### config.mk
export PLATFORM = sky130hd
export DESIGN_NAME = rr_resource_arbiter
export DESIGN_NICKNAME = d
export VERILOG_FILES = /design/src/rtl/arb_pkg.sv /design/src/rtl/rr_resource_arbiter_pick.sv /design/src/rtl/rr_resource_arbiter.sv
export SDC_FILE = /design/constraint.sdc
export NUM_CORES = 1
export LEC_CHECK = 0
export ABC_CLOCK_PERIOD_IN_PS = 4800
export CORE_AREA = 2 2 50 52
export CTS_BUF_LIST = sky130_fd_sc_hd__clkbuf_8
export CTS_CLUSTER_SIZE = 8
export DETAILED_ROUTE_END_ITERATION = 12
export DIE_AREA = 0 0 52 54
export HOLD_SLACK_MARGIN = 0.05
export PLACE_DENSITY = 0.66
export SETUP_SLACK_MARGIN = 0.1
export SYNTH_ARGS = -nofsm -noshare
export SYNTH_HDL_FRONTEND = slang
export SYNTH_SLANG_ARGS = --single-unit
### constraint.sdc
create_clock -name clk -period 4.8 [get_ports clk]
set_input_delay 1.2 -clock clk [delete_from_list [all_inputs] [get_ports clk]]
set_output_delay 1.2 -clock clk [all_outputs]
set_load 0.05 [all_outputs]
### src/rtl/arb_pkg.sv
// Shared types and width helpers for the round-robin resource arbiter.
package arb_pkg;

    typedef enum logic [1:0] {
        ARB_IDLE,
        ARB_GRANT,
        ARB_GUARD
    } arb_state_t;

    // Guard counter is fixed width; GUARD_CYCLES is limited to 0..15.
    localparam int GUARD_W = 4;

    // Bits needed to hold n_values distinct values, never less than one.
    function automatic int width_min1(input int n_values);
        return (n_values <= 2) ? 1 : $clog2(n_values);
    endfunction

endpackage

### src/rtl/rr_resource_arbiter_pick.sv
// Rotating priority encoder: first asserted request at or after ptr, wrapping.
module rr_pick
    import arb_pkg::*;
#(
    parameter int N_REQ = 4,
    parameter int IDX_W = $clog2(N_REQ)
) (
    input  logic [N_REQ-1:0] req,
    input  logic [IDX_W-1:0] ptr,
    output logic             valid,
    output logic [IDX_W-1:0] idx
);

    int cand;

    always_comb begin
        // NOTE: every output gets a default before the loop so no path leaves it unassigned (no latch).
        valid = 1'b0;
        idx   = '0;
        cand  = 0;
        for (int i = 0; i < N_REQ; i++) begin
            cand = int'(ptr) + i;
            if (cand >= N_REQ) begin
                cand = cand - N_REQ;
            end
            if (!valid && req[cand[IDX_W-1:0]]) begin
                valid = 1'b1;
                idx   = cand[IDX_W-1:0];
            end
        end
    end

endmodule

### src/rtl/rr_resource_arbiter.sv
// Round-robin owner arbiter for a single shared resource: hold-until-done grant,
// per-grant timeout and a programmable idle guard gap between owners.
module rr_resource_arbiter
    import arb_pkg::*;
#(
    parameter int N_REQ        = 4,
    parameter int TIMEOUT      = 16,
    parameter int GUARD_CYCLES = 1
) (
    input  logic                     clk,
    input  logic                     reset,
    input  logic [N_REQ-1:0]         req,
    input  logic [N_REQ-1:0]         done,
    output logic [N_REQ-1:0]         gnt,
    output logic [$clog2(N_REQ)-1:0] gnt_id,
    output logic                     busy,
    output logic                     start,
    output logic                     timeout_pulse
);

    localparam int IDX_W  = $clog2(N_REQ);
    localparam int HOLD_W = width_min1(TIMEOUT + 1);

    localparam logic [HOLD_W-1:0]  HOLD_MAX   = HOLD_W'(TIMEOUT);
    localparam logic [GUARD_W-1:0] GUARD_LOAD = GUARD_W'(GUARD_CYCLES);
    localparam logic [IDX_W-1:0]   LAST_IDX   = IDX_W'(N_REQ - 1);

    arb_state_t         state_q, state_d;
    logic [IDX_W-1:0]   gnt_id_q, gnt_id_d;
    logic [IDX_W-1:0]   ptr_q, ptr_d;
    logic [HOLD_W-1:0]  hold_q, hold_d;
    logic [GUARD_W-1:0] guard_q, guard_d;
    logic               tmo_q, tmo_d;

    logic               pick_valid;
    logic [IDX_W-1:0]   pick_idx;
    logic               release_c;

    rr_pick #(
        .N_REQ (N_REQ),
        .IDX_W (IDX_W)
    ) u_pick (
        .req   (req),
        .ptr   (ptr_q),
        .valid (pick_valid),
        .idx   (pick_idx)
    );

    always_comb begin
        state_d   = state_q;
        gnt_id_d  = gnt_id_q;
        ptr_d     = ptr_q;
        hold_d    = hold_q;
        guard_d   = guard_q;
        tmo_d     = 1'b0;
        release_c = 1'b0;

        unique case (state_q)
            ARB_IDLE: begin
                if (pick_valid) begin
                    gnt_id_d = pick_idx;
                    hold_d   = HOLD_W'(1);
                    state_d  = ARB_GRANT;
                end
            end

            ARB_GRANT: begin
                // Release causes in priority order: done, abandoned request, timeout.
                if (done[gnt_id_q] || !req[gnt_id_q]) begin
                    release_c = 1'b1;
                end else if ((TIMEOUT != 0) && (hold_q == HOLD_MAX)) begin
                    release_c = 1'b1;
                    tmo_d     = 1'b1;
                end else if (TIMEOUT != 0) begin
                    hold_d = hold_q + HOLD_W'(1);
                end

                if (release_c) begin
                    ptr_d = (gnt_id_q == LAST_IDX) ? '0 : gnt_id_q + IDX_W'(1);
                    if (GUARD_CYCLES > 0) begin
                        guard_d = GUARD_LOAD;
                        state_d = ARB_GUARD;
                    end else begin
                        state_d = ARB_IDLE;
                    end
                end
            end

            ARB_GUARD: begin
                guard_d = guard_q - GUARD_W'(1);
                if (guard_q <= GUARD_W'(1)) begin
                    state_d = ARB_IDLE;
                end
            end

            default: begin
                state_d = ARB_IDLE;
            end
        endcase
    end

    // NOTE: state registers use non-blocking assignments so every flop samples pre-edge values.
    always_ff @(posedge clk or posedge reset) begin
        if (reset) begin
            state_q  <= ARB_IDLE;
            gnt_id_q <= '0;
            ptr_q    <= '0;
            hold_q   <= '0;
            guard_q  <= '0;
            tmo_q    <= 1'b0;
        end else begin
            state_q  <= state_d;
            gnt_id_q <= gnt_id_d;
            ptr_q    <= ptr_d;
            hold_q   <= hold_d;
            guard_q  <= guard_d;
            tmo_q    <= tmo_d;
        end
    end

    // Grant outputs decode registered state only; start is the sole Mealy output.
    assign busy          = (state_q == ARB_GRANT);
    assign gnt           = busy ? (N_REQ'(1) << gnt_id_q) : '0;
    assign gnt_id        = gnt_id_q;
    assign start         = (state_q == ARB_IDLE) && (|req);
    assign timeout_pulse = tmo_q;

endmodule

# Word-level counts from Yosys, hierarchy flattened
# Cells that the tools add are included.
[word_totals]
register_bits = 16
latch_bits = 0
ram_bits = 0
rom_bits = 0
elab_cells = 95
memories = 0
[op_classes]
n_addsub = 10
multipliers = 0
div_mod_pow = 0
n_lt_le_gt_ge = 10
n_eq_ne = 9
shifts = 1
muxes = 41
bitwise = 0
reduce_logical = 18
[op_table]
columns = ["cell", "count"]
rows = [
  ["two-way mux 2 bit", 12],
  ["less-than comparator 2 x 3 -> 1 bit, second input constant", 5],
  ["two-way mux 1 bit", 15],
  ["two-way mux 5 bit", 3],
  ["binary-select mux 1 bit (select 2 bit)", 6],
  ["case mux 5 bit (2 select lines)", 1],
  [">= comparator 3 bit, second input constant", 3],
  ["two-way mux 4 bit", 2],
  ["!= test 2 bit, second input constant", 4],
  ["case mux 4 bit (2 select lines)", 1],
  ["subtractor 2 x 1 -> 2 bit, second input constant", 4],
  ["adder 2 x 2 -> 3 bit, second input constant", 2],
  ["case mux 2 bit (3 select lines)", 1],
  ["AND reduction 2 bit", 3],
  ["adder 5 x 1 -> 5 bit, second input constant", 1],
  ["equality test 5 bit, second input constant", 1],
  ["equality test 2 bit, second input constant", 2],
  ["<= comparator 4 x 1 -> 1 bit, second input constant", 1],
  ["logical AND 1 bit", 4],
  ["zero test 1 bit", 4],
  ["AND reduction 4 bit", 1],
  ["nonzero test 2 bit", 2],
  ["OR reduction 4 bit", 1],
  ["<< shifter 1 x 2 -> 4 bit, first input constant", 1],
  ["other kinds (9)", 9],
]

# Logic depth before layout (Yosys ltp)
[depth]
ltp_word = 16
mapped_depth = 6
mapped_depth_nobuf = 6

# Modules after synthesis
# A second synthesis with hierarchy kept.
[unflattened]
cells_unflattened = 110
hier_area_um2 = 1054.8
[modules_own_cells]
columns = ["mod", "instances", "cells_per_inst", "area_each_um2", "seq_area_each_um2"]
rows = [
  ["rr_resource_arbiter", 1, 95, 977.2, 400.4],
  ["rr_pick", 1, 15, 77.6, 0.0],
]

# Least setup slack after synthesis
# No wires, ideal clock.
[synth_path]
path_kind = "in2out"
start = "input req[2]"
end = "output start"
arrival_ns = 2.000
required_time_ns = 3.600
path_slack_ns = 1.600
cell_stages = 3
n_path_buf = 0
cell_sequence = "nor4_1 > or3_1 > inv_1"
[synth_between]
elab_chain_len = 2
[synth_rtl]
columns = ["element", "line", "text"]
rows = [
  ["start: declaration", "rr_resource_arbiter.sv:12", "input logic [N_REQ-1:0] req,"],
  ["OR reduction 4 bit", "rr_resource_arbiter.sv:125", "assign start = (state_q == ARB_IDLE) && (|req);"],
  ["logical AND 1 bit", "rr_resource_arbiter.sv:125", ""],
  ["end: declaration", "rr_resource_arbiter.sv:17", "output logic start,"],
]
# Every way passes these cells.

# Final worst setup path
[layout_path]
start = "input req[1]"
end = "output start"
# The elaborated chain is that of the path after synthesis.

==> results.md <==
* Status: complete, no violations
* Post-CTS sizing at 0
* Drt wl/cell at ~11 um
* Final hold vios at 0
* FF-to-FF Start: gnt_id[1]
* Vias at 782
* GR Overflow Total at 0
* Antenna violations before repair at 0
* DRC at 0
* Leak at about 0.00056 uW
* Worst hold path class: flip-flop to flip-flop
* Net count after synthesis at 123
* Largest net degree at the start of global routing at 17
* Critical path cell sequence: clkdlybuf4s50_1, nor4_1, or3_1, inv_1, clkdlybuf4s50_1
* Die span in x at roughly 52 um
* Fin crit period at roughly 4500 ps
* Die area at around 2800 um2
* Pre-antenna DRT Iters at 4
* Top-count cell post-synth: dfrtp_1
* Synth async-reset ratio at 100%
* Hold-fix buffers, CTS at 0
* Syn avg cell area at between 9 and 10 um2
* Most area-consuming cells after synthesis: dfrtp_1 41%, ha_1 10%, inv_1 3.9%
* Port Buffer Count at 18
* RSZ-0062 raised after global routing: no
* HP Start: hold_q[0]
* Crit Path Max Fanout at 7
* R2R cell count at 4
* Clock tree buffer depth at 2
* Final clock skew at 4.34 ps
* Worst-path clk slew at 60 ps
* Core footprint at about 2300 um2
* Final Max Tran Viols at 0
* DRT iter0 DRCs at 4
* Clock root cell: clkbuf_8
* Synth area leader: dfrtp_1
* GRT Total Usage at 15.5%
* Rows at 18
* Met2 wire len at approximately 910 um
* MaxCap Viol Count at 0
* Fin Setup TNS at 0 ps
* Mapped Cells at roughly 110
* Fmax at around 220 MHz
* Pint at between 400 and 500 uW
* Most used cell along the critical path: clkdlybuf4s50_1
* CP max stage cell: clkdlybuf4s50_1
* Final wirelength at 1.75 mm
* Layout cell share with drive strength beyond 1 at 7.14%
* Critical path origin: req[1]
* Antenna-violating nets left at 0
* Initial Util at between 40% and 50%
* Final nets at ~150
* Combinational power share at between 50% and 60%
* Endpoints failing setup at 0
* ANT cells at 0
* First-pass GRT wire length at between 3 and 4 mm
* Final period utilization at about 93%
* FILL cells at roughly 220
* CP Data Arrival Time at around 3300 ps
* Uppermost layer routed: met4
* Post-synth top cells: 16 x dfrtp_1, 10 x inv_1, 9 x nand2_1
* Post-Syn Area at between 900 and 1000 um2
* Skew-Pair Late Insertion Delay at around 250 ps
* H-Tree Depth at 1
* Delay-heaviest family, CP: buffers and inverters
* Peak supply drop at ~0.00034 V
* Pwr dens at 584 nW/um2
* DIE HEIGHT at 54 um
* Number of global-route vias before repair at 756
* FF-to-FF setup slack at between 2000 and 3000 ps
* Clk sinks at 16
* Clock network power share at between 10% and 20%
* Sw frac at ~45%
* Vias per Instance at ~5.0
* Hold Path Depth at 1
* WP buf/inv at 3
* CP peak stage delay at ~840 ps
* Area share of the largest cell type after synthesis at 41.5%
* Sequential fraction of the synthesis area at roughly two fifths
* IO Count at 19
* WS Path Type: primary input to output pin
* Max-slew headroom at between 60% and 70%
* Area grow syn2layout at 27.8%
* Num CTS Buffers at 3
* WP depth at 5
* Setup bufs post-CTS at 0
* Hpwl dp at around 1.4 mm
* Required @ worst endpoint at about 3600 ps
* Met3 WL at 66 um
* CTS tree: yes
* DRT met1 WL at approximately 760 um
* Synthesis Warnings at 0
* Element type at the critical path end: output pin
* Net switching power at about 320 uW
* Netlist cell types at 28
* Flops & latches, synth at 16
* Number of synthesized flops with an enable pin at 0
* Gp weighted congestion at ~0.8
* Post-layout util at about 53%
* Seq pwr share at a little under a third
* Least-Margin Pin Slew at 598 ps
* Top FF cell, synth: dfrtp_1
* CP Launch Type: primary input
-- through the flow --
step	total power [uW]	hold WS, ps	setup WS (ps)	instances	cell area, um2
after floorplan	500	494	1600	105	966
after global placement	602	531	367	152	1180
after detailed placement	609	556	334	152	1180
after CTS	730	563	337	156	1230
after global routing	781	575	216	156	1230
final	722	555	333	156	1230
-- cells in the final DEF (no fill, tap or decap) --
master / instances
o22ai_1: 3
nand2b_1: 6
xnor2_1: 2
o21bai_1: 1
a21oi_1: 5
clkdlybuf4s50_1: 18
mux4_2: 1
o21ba_2: 1
o221ai_1: 1
o21a_1: 1
o21ai_0: 6
ha_1: 8
inv_1: 10
nand2_1: 9
dfrtp_1: 16
and2_1: 4
nand4_1: 2
nor4_1: 1
or4_1: 1
or3_1: 5
nor3_1: 4
inv_2: 1
mux2_2: 2
clkinv_1: 1
a21o_1: 1
mux2i_1: 2
clkbuf_8: 4
nor2b_1: 3
nor2_1: 7
-- kinds of logic (layout without fill, tap and decap cells) --
| kind of cell | Yosys count | in the layout | share of synthesized area [%] |
|---|---|---|---|
| compound gates | 19 | 19 | 11.9 |
| xor+xnor | 2 | 2 | 1.81 |
| fa+ha+maj | 8 | 8 | 10.4 |
| buf+inv | 13 | 34 | 5.05 |
| flops | 16 | 16 | 41.5 |
| mux | 5 | 5 | 6.74 |
| simple gates | 42 | 42 | 22.7 |
-- state kept, by name (all words and copies together) (netlist names) --
register	cells
gnt_id	2
guard_q	4
hold_q	5
ptr_q	2
timeout_pulse	1
state_q	2
-- layout make-up --
cell class | count | area (um2) | area share [%]
inverters | 12 | 45.0 | 3.65
well taps | 30 | 37.5 | 3.04
clock buffers | 4 | 55.1 | 4.46
repair buffers | 18 | 180 | 14.6
multi-input cells | 76 | 517 | 41.8
flip-flops and latches | 16 | 400 | 32.4
-- per-layer routing --
metal | up-vias | GRT usage, %
met5 | - | 0
met1 | 369 | 16.0
met2 | 14 | 28.7
li1 | 397 | -
met3 | 2 | 5.00
met4 | 0 | 6.58
-- power by group through the flow --
stage               Combinational, uW  Sequential, uW  Clock, uW
floorplan                         257             242          0
global placement                  378             225          0
detailed placement                383             226          0
CTS                               383             223        123
global route                      422             230        130
finish                            380             223        119
-- path summary, 6_finish.rpt --
path | endpoint
worst max-delay path | start
worst min-delay path | hold_q[0]
worst max register to register | hold_q[2]
worst min register to register | hold_q[0]
max in group asynchronous | guard_q[1]
min in group asynchronous | gnt_id[1]
-- worst register-to-register path: stages (launching register included) --
cell,delay [ps]
dfrtp_1,420
inv_2,110
mux4_2,590
or4_1,530
a21oi_1,130
Note: power is estimated with default switching activity, not from simulation.
